[src/rtl/simple_ppu_mem_word_port.sv]
// Word-memory responder: splits each 32-bit read/write into two 16-bit req/ack backend
// transactions (low half at the even address first); busy blocks the initiator, extra requests set overrun.
module simple_ppu_mem_word_port #(
   parameter int HW_ADDR_W = 25
) (
   input  logic                 clk,
   input  logic                 reset,
   input  logic                 mem_word_rd,
   input  logic                 mem_word_wr,
   input  logic [23:0]          mem_word_addr,
   input  logic [31:0]          mem_word_data,
   output logic [31:0]          mem_word_q,
   output logic                 mem_word_rdvalid,
   output logic                 mem_word_busy,
   output logic                 mem_word_overrun,
   output logic                 ram_req,
   output logic                 ram_we,
   output logic [HW_ADDR_W-1:0] ram_addr,
   output logic [15:0]          ram_wdata,
   input  logic [15:0]          ram_rdata,
   input  logic                 ram_ack
);

   typedef enum logic [1:0] {
      ST_IDLE,
      ST_LO,
      ST_HI
   } state_t;

   state_t                 state_q, state_d;
   logic [23:0]            addr_q, addr_d;
   logic [15:0]            data_hi_q, data_hi_d;
   logic                   is_wr_q, is_wr_d;
   logic [15:0]            lo_q, lo_d;
   logic [31:0]            rdata_q, rdata_d;
   logic                   rdvalid_q, rdvalid_d;
   logic                   overrun_q, overrun_d;
   logic                   ram_req_q, ram_req_d;
   logic                   ram_we_q, ram_we_d;
   logic [HW_ADDR_W-1:0]   ram_addr_q, ram_addr_d;
   logic [15:0]            ram_wdata_q, ram_wdata_d;
   logic                   req_any;

   assign req_any = mem_word_rd | mem_word_wr;

   always_comb begin
      state_d     = state_q;
      addr_d      = addr_q;
      data_hi_d   = data_hi_q;
      is_wr_d     = is_wr_q;
      lo_d        = lo_q;
      rdata_d     = rdata_q;
      rdvalid_d   = 1'b0;
      overrun_d   = overrun_q;
      ram_req_d   = ram_req_q;
      ram_we_d    = ram_we_q;
      ram_addr_d  = ram_addr_q;
      ram_wdata_d = ram_wdata_q;

      case (state_q)
         ST_IDLE: begin
            if (req_any) begin
               // Write wins a simultaneous rd+wr; the lost read is reported as an overrun.
               addr_d      = mem_word_addr;
               data_hi_d   = mem_word_data[31:16];
               is_wr_d     = mem_word_wr;
               ram_req_d   = 1'b1;
               ram_we_d    = mem_word_wr;
               ram_addr_d  = HW_ADDR_W'({mem_word_addr, 1'b0});
               ram_wdata_d = mem_word_data[15:0];
               state_d     = ST_LO;
               if (mem_word_rd && mem_word_wr) begin
                  overrun_d = 1'b1;
               end
            end
         end
         ST_LO: begin
            if (req_any) begin
               overrun_d = 1'b1;
            end
            if (ram_ack) begin
               if (!is_wr_q) begin
                  lo_d = ram_rdata;
               end
               ram_addr_d  = HW_ADDR_W'({addr_q, 1'b1});
               ram_wdata_d = data_hi_q;
               state_d     = ST_HI;
            end
         end
         ST_HI: begin
            if (req_any) begin
               overrun_d = 1'b1;
            end
            if (ram_ack) begin
               ram_req_d = 1'b0;
               ram_we_d  = 1'b0;
               state_d   = ST_IDLE;
               if (!is_wr_q) begin
                  rdata_d   = {ram_rdata, lo_q};
                  rdvalid_d = 1'b1;
               end
            end
         end
         default: begin
            state_d = ST_IDLE;
         end
      endcase
   end

   always_ff @(posedge clk or posedge reset) begin
      if (reset) begin
         state_q     <= ST_IDLE;
         addr_q      <= '0;
         data_hi_q   <= '0;
         is_wr_q     <= 1'b0;
         lo_q        <= '0;
         rdata_q     <= '0;
         rdvalid_q   <= 1'b0;
         overrun_q   <= 1'b0;
         ram_req_q   <= 1'b0;
         ram_we_q    <= 1'b0;
         ram_addr_q  <= '0;
         ram_wdata_q <= '0;
      end else begin
         state_q     <= state_d;
         addr_q      <= addr_d;
         data_hi_q   <= data_hi_d;
         is_wr_q     <= is_wr_d;
         lo_q        <= lo_d;
         rdata_q     <= rdata_d;
         rdvalid_q   <= rdvalid_d;
         overrun_q   <= overrun_d;
         ram_req_q   <= ram_req_d;
         ram_we_q    <= ram_we_d;
         ram_addr_q  <= ram_addr_d;
         ram_wdata_q <= ram_wdata_d;
      end
   end

   assign mem_word_q       = rdata_q;
   assign mem_word_rdvalid = rdvalid_q;
   assign mem_word_busy    = req_any | (state_q != ST_IDLE);
   assign mem_word_overrun = overrun_q;
   assign ram_req          = ram_req_q;
   assign ram_we           = ram_we_q;
   assign ram_addr         = ram_addr_q;
   assign ram_wdata        = ram_wdata_q;

endmodule

[config.mk]
export PLATFORM = sky130hd
export DESIGN_NAME = simple_ppu_mem_word_port
export DESIGN_NICKNAME = d
export VERILOG_FILES = /design/src/rtl/simple_ppu_mem_word_port.sv
export SDC_FILE = /design/constraint.sdc
export NUM_CORES = 1
export LEC_CHECK = 0
export BUFFER_PORTS_ARGS = -buffer_cell sky130_fd_sc_hd__buf_2
export CORE_ASPECT_RATIO = 1.4
export CORE_MARGIN = 3
export CORE_UTILIZATION = 57
export CTS_CLUSTER_DIAMETER = 60
export CTS_CLUSTER_SIZE = 40
export DETAILED_ROUTE_END_ITERATION = 12
export PLACE_DENSITY = 0.92
export SLEW_MARGIN = 20
export SYNTH_ARGS = -nofsm -noshare
export SYNTH_HDL_FRONTEND = slang
export SYNTH_SLANG_ARGS = --single-unit
[constraint.sdc]
create_clock -name clk -period 8.8 [get_ports clk]
set_input_delay 0.44 -clock clk [delete_from_list [all_inputs] [get_ports clk]]
set_output_delay 0.44 -clock clk [all_outputs]
set_load 0.01 [all_outputs]
# Word-level counts from Yosys, hierarchy flattened
# Index checks and enable logic that the tools add are counted.
# totals
register_bits	136
inputBits	77
# classes
eq_ne	7
n_mux	21
bitwise_logic	3
n_reduce_logical	14
# ops
operator	count
$mux 25	2
$pmux 25 s2	1
$mux 16	2
$pmux 16 s2	1
$reduce_and 3->1	5
$mux 1	8
$ne 2x2->1 const B	4
$reduce_bool 2->1	4
$mux 2	3
$pmux 1 s2	3
$pmux 2 s3	1
$reduce_and 4->1	1
$eq 2x1->1 const B	1
$eq 2x2->1 const B	1
$logic_not 2->1	1
$ne 2x1->1 const B	1
$or 1x1->1	2
$reduce_and 2->1	1
$reduce_or 2->1	1
$logic_and 1x1->1	1
$not 1->1	1

# Longest topological paths before layout
# Gate-level depths: netlist of run 1.
# logic_depth
word_depth	4
ltp_mapped	7
depth_no_buf	5

# Worst setup path after synthesis of run 1
# OpenSTA, ideal clock, no wires.
# synth_timing
path_kind	register to register
start	register state_q[1]
end	register ram_addr_q[0], in the netlist ram_addr[0]
setup_ns	0.125
t_arrival_ns	1.565
required_time_ns	8.675
path_slack_ns	7.110
stages_incl_launch_ff	8
n_path_buf	2
path_cell_list	dfrtp_1 > inv_1 > ha_1 > buf_6 > mux2i_1 > a21oi_4 > buf_6 > mux2_4
# synth_lines
item	line_no	source
start: declaration	30	state_t state_q, state_d;
start signal: assignment	125	state_q <= state_d;
$eq 2x1->1 / $logic_not 2->1 (equally long branches)	60	case (state_q)
$pmux 25 s2 *	60	
via ram_addr_d[0]	40	logic [HW_ADDR_W-1:0] ram_addr_q, ram_addr_d;
end signal: assignment	135	ram_addr_q <= ram_addr_d;
end: declaration	40	
# The timed path passes the listed nets; every way through them passes the cells marked *.
# A chain may end at the register's enable or synchronous reset.

# Final worst setup path of run 1
# layout_timing
start	register state_q[1]
end	register ram_addr_q[8], in the netlist ram_addr[8]
# layout_via
elab_chain_len	3
# layout_lines
item	line_no
$eq 2x1->1 / $logic_not 2->1 (equally long branches)	60
$ne 2x2->1 (no source line) / $reduce_bool 2->1 (equally long branches)	--
$reduce_and 3->1 (no source line)	--
# Parallel ways exist; a longest one is shown, timed or not.

==> impl_results.md, run 1 <==
* Status: finished, final reports clean
* # resized after CTS at 0
* HP Class: input port to async pin
* Placed cell count at 638
* Detailed Routing Iterations Pass 1 at 4
* Final worst slack at 5620 ps
* Hold Fails Final Rpt at 0
* Pin count of the biggest net entering global routing at 79
* Root buffer cell: clkbuf_16
* IO Port Bufs at 154
* GP Congestion at 0.748
* EDFF count, synth at 0
* Worst-path clk slew at ~60 ps
* Minimum clock period after layout at about 3200 ps
* Max Fanout on Critical Path at 44
* DRT iter0 DRCs at approximately 170
* Post-synth top flop: dfrtp_1
* Final setup fails at 0
* Worst skew pair latency at roughly 400 ps
* Synth area leader: dfrtp_1
* Min Hold Slack at roughly 250 ps
* Core Util, Final at 0.737
* First-pass GRT wire length at 20.0 mm
* Slew HR at 0.387
* Power Density at between 400 and 500 nW/µm²
* H-tree Lvls at 4
* Crit path required time at approximately 9000 ps
* Die Y at around 130 µm
* Longest Clk Path Bufs at 2
* Hold-fix buffers, CTS at 0
* Async SR Flop Fraction at 1.00
* Clk_skew at roughly 5 ps
* Fin cells at 670
* Setup TNS Final at 0 ps
* Layout cells sized above 1 at 0.684
* Cells after synthesis at about 360
* Drt total wl at approximately 12 mm
* Overall routing resource usage at 0.224
* Hpwl dp at ~8.1 mm
* Number of max-cap violations at 0
* DRC at 0
* Synth top area cells: dfrtp_1, mux2_2, mux2_4
* Die X-Extent at roughly 92 µm
* Worst slack at placement at about 5200 ps
* Yosys warns at 0
* Mapped cell area at between 5000 and 6000 µm²
* Ports at ~160
* Post-DR wirelength/cell at around 18 µm
* Worst path cell trace: inv_1 > ha_4 > mux2i_1 > a21oi_4 > buf_4 > mux2_2
* Worst slew pin tran at a little over 900 ps
* Post-DP Area at 6710 µm²
* Antenna viol nets, final at 0
* Sequential share of the synthesized area at 0.583
* Core Footprint at 9950 µm²
* Initial antenna violation count at 0
* Synth cell types at 23
* Nets at between 600 and 700
* GRT Residual Overflow at 0
* TritonCTS clock tree: built
* CTS buffer count at 17
* Die area at roughly 12000 µm²
* Critical Path Sink Type: flip-flop
* Crit start category: flip-flop
* Arrival @ worst endpoint at between 3000 and 4000 ps
* Area share of the largest cell type after synthesis at 0.583
* Initial Util at 0.587
* Antenna diodes at 0
* Max Fclk at roughly 0.31 GHz
* Tot Pwr at 3.08 mW
* FP Rows at between 40 and 50
* Syn Nets at between 400 and 500
* Via/cell ratio at approximately 5.3
* Leakage at between 3 and 4 nW
* Unrepaired setup endpoints after global routing: no
* Top cells by instance count after synthesis: dfrtp_1, mux2_2, mux2_4
* Post-layout instance area at 7340 µm²
* Vias in the first global route at 3882
* Worst VDD drop at approximately 0.00025 V
* Mean Syn Cell Area at between 15 and 20 µm²
* Slowest stage delay, CP at about 740 ps
* Setup repair bufs after CTS at 0
* Clk sinks at about 140
* Synthesis-to-finish area growth at 25.6%
* Via count at around 3.5k
* Yosys reg bits at between 100 and 150
* Final Cycle Share at 0.361
* Slowest stage cell, crit path: a21oi_4
* CP Class: flip-flop to flip-flop
* Most frequent cell after synthesis: dfrtp_1
* Fin. max-slew vios at 0
-- path summary, 6_finish.rpt --
check	from	end	slack, ps	cells after the start
max	state_q[1]$_DFFE_PP0P_	ram_addr[8]$_DFFE_PP0P_	5620	6
min	reset	lo_q[5]$_DFFE_PP0P_	250	2
max reg2reg	state_q[1]$_DFFE_PP0P_	ram_addr[8]$_DFFE_PP0P_	5620	6
min reg2reg	mem_word_overrun$_DFFE_PP0P_	mem_word_overrun$_DFFE_PP0P_	460	1
max in group asynchronous	reset	mem_word_q[29]$_DFFE_PP0P_	7290	3
min in group clk	mem_word_data[30]	data_hi_q[14]$_DFFE_PP0P_	260	2
-- cell families after synthesis --
logic type | Yosys count | share of synthesized area
AOI/OAI and AO/OA | 12 | 0.0150
adders and majority gates | 6 | 0.0124
buffers and inverters | 24 | 0.0244
DFF | 136 | 0.583
muxes | 171 | 0.355
and+or+nand+nor | 13 | 0.0103
-- state kept, by name (all words and copies together), names as in the netlist, 2 cells and up --
name / flops
state_q: 2
lo_q: 16
addr_q: 24
data_hi_q: 16
ram_addr: 25
ram_wdata: 16
mem_word_q: 32
-- final cells by class --
class / count / area, µm²
clock inverter: 11 / 145
fill: 615 / 2620
clock buffer: 21 / 470
multi-input combinational: 202 / 2320
inverter: 7 / 28.8
sequential: 136 / 3400
timing repair buffer: 158 / 801
tap: 135 / 169
-- worst max-delay path, delay by kind of cell (launching register included) --
kind | cells | cell delay [ps]
buffers and inverters | 2 | 690
adder cells (fa/ha/maj) | 1 | 600
flip-flops | 1 | 390
multiplexers | 2 | 620
AO/OA/AOI/OAI | 1 | 740
-- metal layers --
layer | part of all wire | global-route usage | up-vias
met5 | 0 | 0 | -
met4 | 0.021 | 0.0844 | 0
met3 | 0.049 | 0.0657 | 18
met2 | 0.53 | 0.388 | 124
met1 | 0.40 | 0.262 | 1795
li1 | - | - | 1602
-- placed cells by master (no fill, tap or decap), types with 2 or more instances in the layout --
master        n
bufinv_16     3
clkbuf_16    17
clkbuf_8      3
mux2_4       40
ha_1          4
mux2_2      130
dfrtp_1     136
inv_1         6
clkinv_2      3
a21oi_1       2
buf_4         4
or2_2         2
clkinvlp_4    3
buf_2       154
nand2_1       8
o21ai_0       3
-- power by group --
part           internal, mW  switching [mW]  total, mW
clock network         0.468           0.259      0.727
registers             0.947           0.172       1.12
logic                 0.714           0.518       1.23
(Power assumes the default switching activity.)
==> inputs of run 2 (changes only) <==
--- a/config.mk
+++ b/config.mk
@@ -8,11 +8,11 @@
 export BUFFER_PORTS_ARGS = -buffer_cell sky130_fd_sc_hd__buf_2
 export CORE_ASPECT_RATIO = 1.4
 export CORE_MARGIN = 3
-export CORE_UTILIZATION = 57
+export CORE_UTILIZATION = 48
 export CTS_CLUSTER_DIAMETER = 60
 export CTS_CLUSTER_SIZE = 40
 export DETAILED_ROUTE_END_ITERATION = 12
-export PLACE_DENSITY = 0.92
+export PLACE_DENSITY = 0.84
 export SLEW_MARGIN = 20
 export SYNTH_ARGS = -nofsm -noshare
 export SYNTH_HDL_FRONTEND = slang
==> constraint.sdc (replaced) <==
create_clock -name clk -period 2.81 [get_ports clk]
set_input_delay 0.1405 -clock clk [delete_from_list [all_inputs] [get_ports clk]]
set_output_delay 0.1405 -clock clk [all_outputs]
set_load 0.01 [all_outputs]
==> run 2 against run 1 <==
Sequential power rose to 3.1 times the previous value. Core utilization is 6.8 points lower. Critical path depth shrank 1. Cell count up 11%. Clock skew is essentially flat. Register-to-register slack got worse by 4900 ps. Maximum frequency rose by 52%. Critical path type unchanged. Highest routed layer unchanged.
==> impl_results.md, run 2 (same netlist as run 1, synthesis figures left out) <==
* Status: finished, final reports clean
* Overall routing resource usage at 0.201
* Core Footprint at approximately 12000 µm²
* Setup slack, reg-to-reg at between 700 and 800 ps
* Worst skew pair latency at roughly 400 ps
* Die area at about 14000 µm²
* Number of max-cap violations at 0
* TritonCTS clock tree: built
* Die Y at between 100 and 150 µm
* DRT iter0 DRCs at between 100 and 150
* Gr busiest metal: met2
* Slew HR at 0.468
* Die X-Extent at 99.2 µm
* CP delay by family, top: buffers and inverters
* Fin. max-slew vios at 0
* Via count at about 3.8k
* Met1 Usage GRT at 0.240
* Antenna viol nets, final at 0
* Via/cell ratio at a little over 5
* Longest Clk Path Bufs at 2
* Area of the multi-input gates at about 2300 µm²
* Clk_skew at 5.00 ps
* Largest register FFs at 32
* IO Port Bufs at between 150 and 200
* Unrepaired setup endpoints after global routing: no
* Ports at approximately 160
* FP Rows at between 40 and 50
* CTS buffer count at 17
* Hpwl dp at around 8.5 mm
* Slowest stage cell, crit path: buf_4
* Pin count of the biggest net entering global routing at slightly above 80
* Worst slew pin tran at ~790 ps
* Synthesis-to-finish area growth at 36.2%
* HP Class: input port to flip-flop
* GP Congestion at ~0.8
* Detailed Routing Iterations Pass 1 at 5
* R2R Path End: data_hi_q[12]$_DFFE_PP0P_
* Buf+Inv Stages, Crit Path at 2
* Hold path start: mem_word_wr
* Worst-path clk slew at ~60 ps
* CP Class: flip-flop to flip-flop
* GRT Residual Overflow at 0
* Met2 usage at 0.349
* Root buffer cell: clkbuf_16
* Crit start category: flip-flop
* Drt total wl at approximately 13 mm
* Minimum clock period after layout at approximately 2100 ps
* Reg2Reg Launch Point: state_q[0]$_DFFE_PP0P_
* Placed cell count at 654
* Worst Hold Path EP: is_wr_q$_DFFE_PP0P_
* Initial antenna violation count at 0
* H-tree Lvls at 4
* Commonest non-fill, non-tap cell in the layout: buf_2
* Layout cells sized above 1 at 0.622
* Antenna diodes at 0
* Post-DR wirelength/cell at approximately 18 µm
* Setup TNS Final at 0 ps
* Worst VDD drop at 0.000726 V
* Power Density at about 1200 nW/µm²
* GR Util met3 at 0.0474
* Min Hold Slack at approximately 63 ps
* Arrival @ worst endpoint at 2380 ps
* Seq. cell area at about 3400 µm²
* Nets at ~670
* Most frequent cells in the layout: buf_2, dfrtp_1, mux2_2
* Worst Hold Depth at 3
* Leakage at 3.79 nW
* Setup repair bufs after CTS at 0
* Max Fanout on Critical Path at 23
* Crit path required time at between 3000 and 4000 ps
* Vias in the first global route at ~4.2k
* Fin cells at between 700 and 800
* Critical Path Sink Type: flip-flop
* Hold Fails Final Rpt at 0
* Worst path cell trace: inv_1 > ha_1 > o21ai_4 > buf_4 > mux2_2
* First-pass GRT wire length at about 21 mm
* Final Cycle Share at 0.746
* DRC at 0
* Fillers at 811
* Worst reg-to-reg path cell count at 5
* Initial Util at 0.492
* Slowest stage delay, CP at 410 ps
* Final setup fails at 0
* Clk sinks at ~140
* Max Fclk at ~0.48 GHz
==> run 2: changes by cell type in the layout (fill, tap and decap cells not counted), sizes merged <==
cell | previous run | this run
clkbuf | 21 | 17
dlygate4sd3 | 0 | 57
clkinvlp | 3 | 4
buf | 158 | 162
clkinv | 4 | 6
==> run 2: power breakdown <==
group	leakage [nW]	switching [mW]	internal (mW)
logic	1.89	1.67	2.32
clock network	0.286	0.853	1.40
registers	1.61	0.520	2.97
total	3.79	3.05	6.68
==> run 2: cell type report <==
| type | instances | area share |
|---|---|---|
| flip-flops and latches | 136 | 0.428 |
| well taps | 147 | 0.0231 |
| clock buffers | 17 | 0.0535 |
| clock inverters | 14 | 0.0220 |
| inverters | 7 | 0.00378 |
| repair buffers | 219 | 0.179 |
| multi-input cells | 202 | 0.290 |
==> run 2: how the worst max path moves through the flow <==
stage / end / depth (start not counted) / start / slack, ps
6_report: data_hi_q[12]$_DFFE_PP0P_ / 5 / state_q[0]$_DFFE_PP0P_ / 710
4_1_cts: addr_q[5]$_DFFE_PP0P_ / 5 / state_q[0]$_DFFE_PP0P_ / 730
2_1_floorplan: addr_q[0]$_DFFE_PP0P_ / 1 / reset / 980
3_5_place_dp: data_hi_q[6]$_DFFE_PP0P_ / 5 / state_q[0]$_DFFE_PP0P_ / 740
3_3_place_gp: data_hi_q[13]$_DFFE_PP0P_ / 5 / state_q[0]$_DFFE_PP0P_ / 800
5_1_grt: data_hi_q[12]$_DFFE_PP0P_ / 5 / state_q[0]$_DFFE_PP0P_ / 620
==> run 2: routing by layer <==
layer	vias to the layer above	share of wire
li1	1726	-
met1	1931	0.41
met2	131	0.52
met3	20	0.053
met4	0	0.017
met5	-	0
==> run 2: through the flow <==
stage               utilization  power [mW]  worst slack, ps  area, µm²
floorplan                     -        6.29              976       5840
global placement          0.571        7.22              802       6780
detailed placement        0.571        7.43              737       6780
CTS                       0.669        9.80              726       7950
global route              0.669        10.3              620       7950
finish                    0.669        9.73              712       7950
==> run 2: timing repair <==
action	4_1_cts	5_1_grt
hold buffers	57	0
gates resized for setup	0	0
hold endpoints to repair	152	0
==> run 2: worst reg2reg max path: cells and delay by family, from the launching register on <==
kind | cells | cell delay, ps
AO/OA/AOI/OAI | 1 | 340
adder cells (fa/ha/maj) | 1 | 330
buffers and inverters | 2 | 530
flip-flops | 1 | 400
multiplexers | 1 | 390
==> inputs of run 3 (changes only) <==
==> constraint.sdc (replaced) <==
create_clock -name clk -period 1.7 [get_ports clk]
set_input_delay 0.085 -clock clk [delete_from_list [all_inputs] [get_ports clk]]
set_output_delay 0.085 -clock clk [all_outputs]
set_load 0.01 [all_outputs]
==> run 3 against run 2 <==
The flow now finishes with violations (negative setup slack). Sequential power is 67% higher. Hold slack got worse by 17 ps. Die area unchanged. Critical path depth increased by 1. Via count increased by 3.8%. Non-clock buffer count rose by 26. Count of clock-buffer cells in the layout increased by 1. Critical path type unchanged. Critical endpoint is now ram_addr[18]$_DFFE_PP0P_. Largest cell class unchanged.
==> impl_results.md, run 3 (same netlist as run 1, synthesis figures left out) <==
* Status: finished with violations
* Failing checks: negative setup slack
* CTS buffer count at 17
* Max Fanout on Critical Path at 5
* Final setup fails at 35
* Die Y at 137 µm
* Layout cells sized above 1 at 0.651
* Sequential fraction of design power at 0.335
* Minimum clock period after layout at approximately 1700 ps
* Drt total wl at between 10 and 15 mm
* Switch share at 0.313
* Buf+Inv Stages, Crit Path at 2
* Internal Power at 12.0 mW
* Worst skew pair latency at 400 ps
* Clk sinks at between 100 and 150
* Antenna viol nets, final at 0
* CP Class: flip-flop to flip-flop
* Worst-path clk slew at about 60 ps
* HP Class: input port to flip-flop
* Commonest non-fill, non-tap cell in the layout: buf_2
* DRT iter0 DRCs at slightly below 100
* Slowest stage delay, CP at roughly 450 ps
* Worst VDD drop at ~0.0011 V
* Longest Clk Path Bufs at 2
* Unrepaired setup endpoints after global routing: yes
* GRT Residual Overflow at 0
* Crit path required time at 1980 ps
* GP Congestion at 0.772
* Synthesis-to-finish area growth at 44.9%
* Hpwl dp at a little under 9 mm
* H-tree Lvls at 4
* Slowest stage cell, crit path: dfrtp_2
* First-pass GRT wire length at 22.6 mm
* Power Density at 2050 nW/µm²
* DRC at 0
* Critical Path Sink Type: flip-flop
* Vias in the first global route at 4434
* Largest register FFs at 32
* Pin count of the biggest net entering global routing at 50
* Root buffer cell: clkbuf_16
* Clk network pwr share at 0.208
* Worst path cell trace: ha_4 > mux2i_4 > a21oi_4 > buf_12 > clkbuf_16 > mux2_4
* Antenna diodes at 0
* Post-DR wirelength/cell at between 15 and 20 µm
* Core Util, Final at 0.713
* Final Cycle Share at 1.01
* Nets at 691
* Setup TNS Final at -288 ps
* Via count at between 3k and 4k
* Switching pwr at 5.44 mW
* Clk_skew at between 5 and 6 ps
* Initial Util at 0.492
* Final worst slack at -16.2 ps
* Hold Fails Final Rpt at 0
* Crit start category: flip-flop
* Die X-Extent at just under 100 µm
* Fin cells at ~770
* Ports at 155
* CP delay by family, top: multiplexers
* Number of max-cap violations at 0
* TritonCTS clock tree: built
* Detailed Routing Iterations Pass 1 at 5
* Max Fclk at between 0.5 and 0.6 GHz
* Leakage at 4.04 nW
* Fin. max-slew vios at 0
* FP Rows at 47
* Overall routing resource usage at 0.211
* Worst slew pin tran at 606 ps
* Via/cell ratio at between 5 and 6
* Comb power frac at 0.457
* Most frequent cells in the layout: buf_2, dfrtp_1, mux2_2
* Slew HR at 0.595
* Initial antenna violation count at 0
* Core Footprint at ~12000 µm²
* Die area at 13500 µm²
* Arrival @ worst endpoint at 2000 ps
* Placed cell count at about 670
* IO Port Bufs at around 150
[run 3: what timing repair did]
action                                  in CTS  in global routing
resized for setup                           22                 11
hold buffers                                58                  0
buffers inserted                             4                  2
endpoints found under the hold margin       94                  0
endpoints found under the setup margin      99                 91
gates cloned                                 3                  2
pin swaps                                    3                  4
[run 3: routing by layer]
layer  GRT usage  routed length, µm  up-vias
li1            -                  -     1778
met1       0.252               5640     2004
met2       0.374               7870      146
met3      0.0530                851       24
met4      0.0653                311        0
met5           0                  0        -
[run 3: final timing paths]
path                                              startpoint  cells past startpoint  slack [ps]                           end
worst max-delay path                  state_q[0]$_DFFE_PP0P_                      6         -20      ram_addr[18]$_DFFE_PP0P_
worst min-delay path                        mem_word_data[9]                      3          50      ram_wdata[9]$_DFFE_PP0P_
worst max register to register        state_q[0]$_DFFE_PP0P_                      6         -20      ram_addr[18]$_DFFE_PP0P_
worst min register to register  mem_word_overrun$_DFFE_PP0P_                      1         460  mem_word_overrun$_DFFE_PP0P_
max in group asynchronous                              reset                      4         750      ram_addr[17]$_DFFE_PP0P_
min in group asynchronous                              reset                      3         310     mem_word_q[3]$_DFFE_PP0P_
[run 3: worst register-to-register path, cell delays in order, from the launching register on]
cell	delay (ps)
dfrtp_2	450
ha_4	200
mux2i_4	190
a21oi_4	170
buf_12	160
clkbuf_16	160
mux2_4	290
[run 3: layout make-up]
type	count	area, µm²
timing repair buffer	245	1880
clock buffer	18	439
inverter	7	30.0
clock inverter	13	146
fill	761	3410
multi-input combinational	202	2380
tap	147	184
sequential	136	3400
[run 3: power groups by stage]
stage          clock [mW]  combinational, mW  sequential, mW
2_1_floorplan           0               4.38            6.03
3_3_place_gp            0               6.63            5.66
3_5_place_dp            0               6.92            5.79
4_1_cts              3.67               7.70            5.77
5_1_grt              3.82               8.45            6.00
6_report             3.62               7.95            5.82
[run 3: through the flow]
stage / power [mW] / worst slack [ps] / instance area (µm²) / hold WS (ps)
4_1_cts: 17.1 / -62.5 / 8360 / 29.6
6_report: 17.4 / -16.2 / 8460 / 45.7
2_1_floorplan: 10.4 / -78.1 / 5840 / 195
3_5_place_dp: 12.7 / -115 / 6970 / 184
5_1_grt: 18.3 / -64.2 / 8460 / 43.4
3_3_place_gp: 12.3 / -13.2 / 6970 / 177
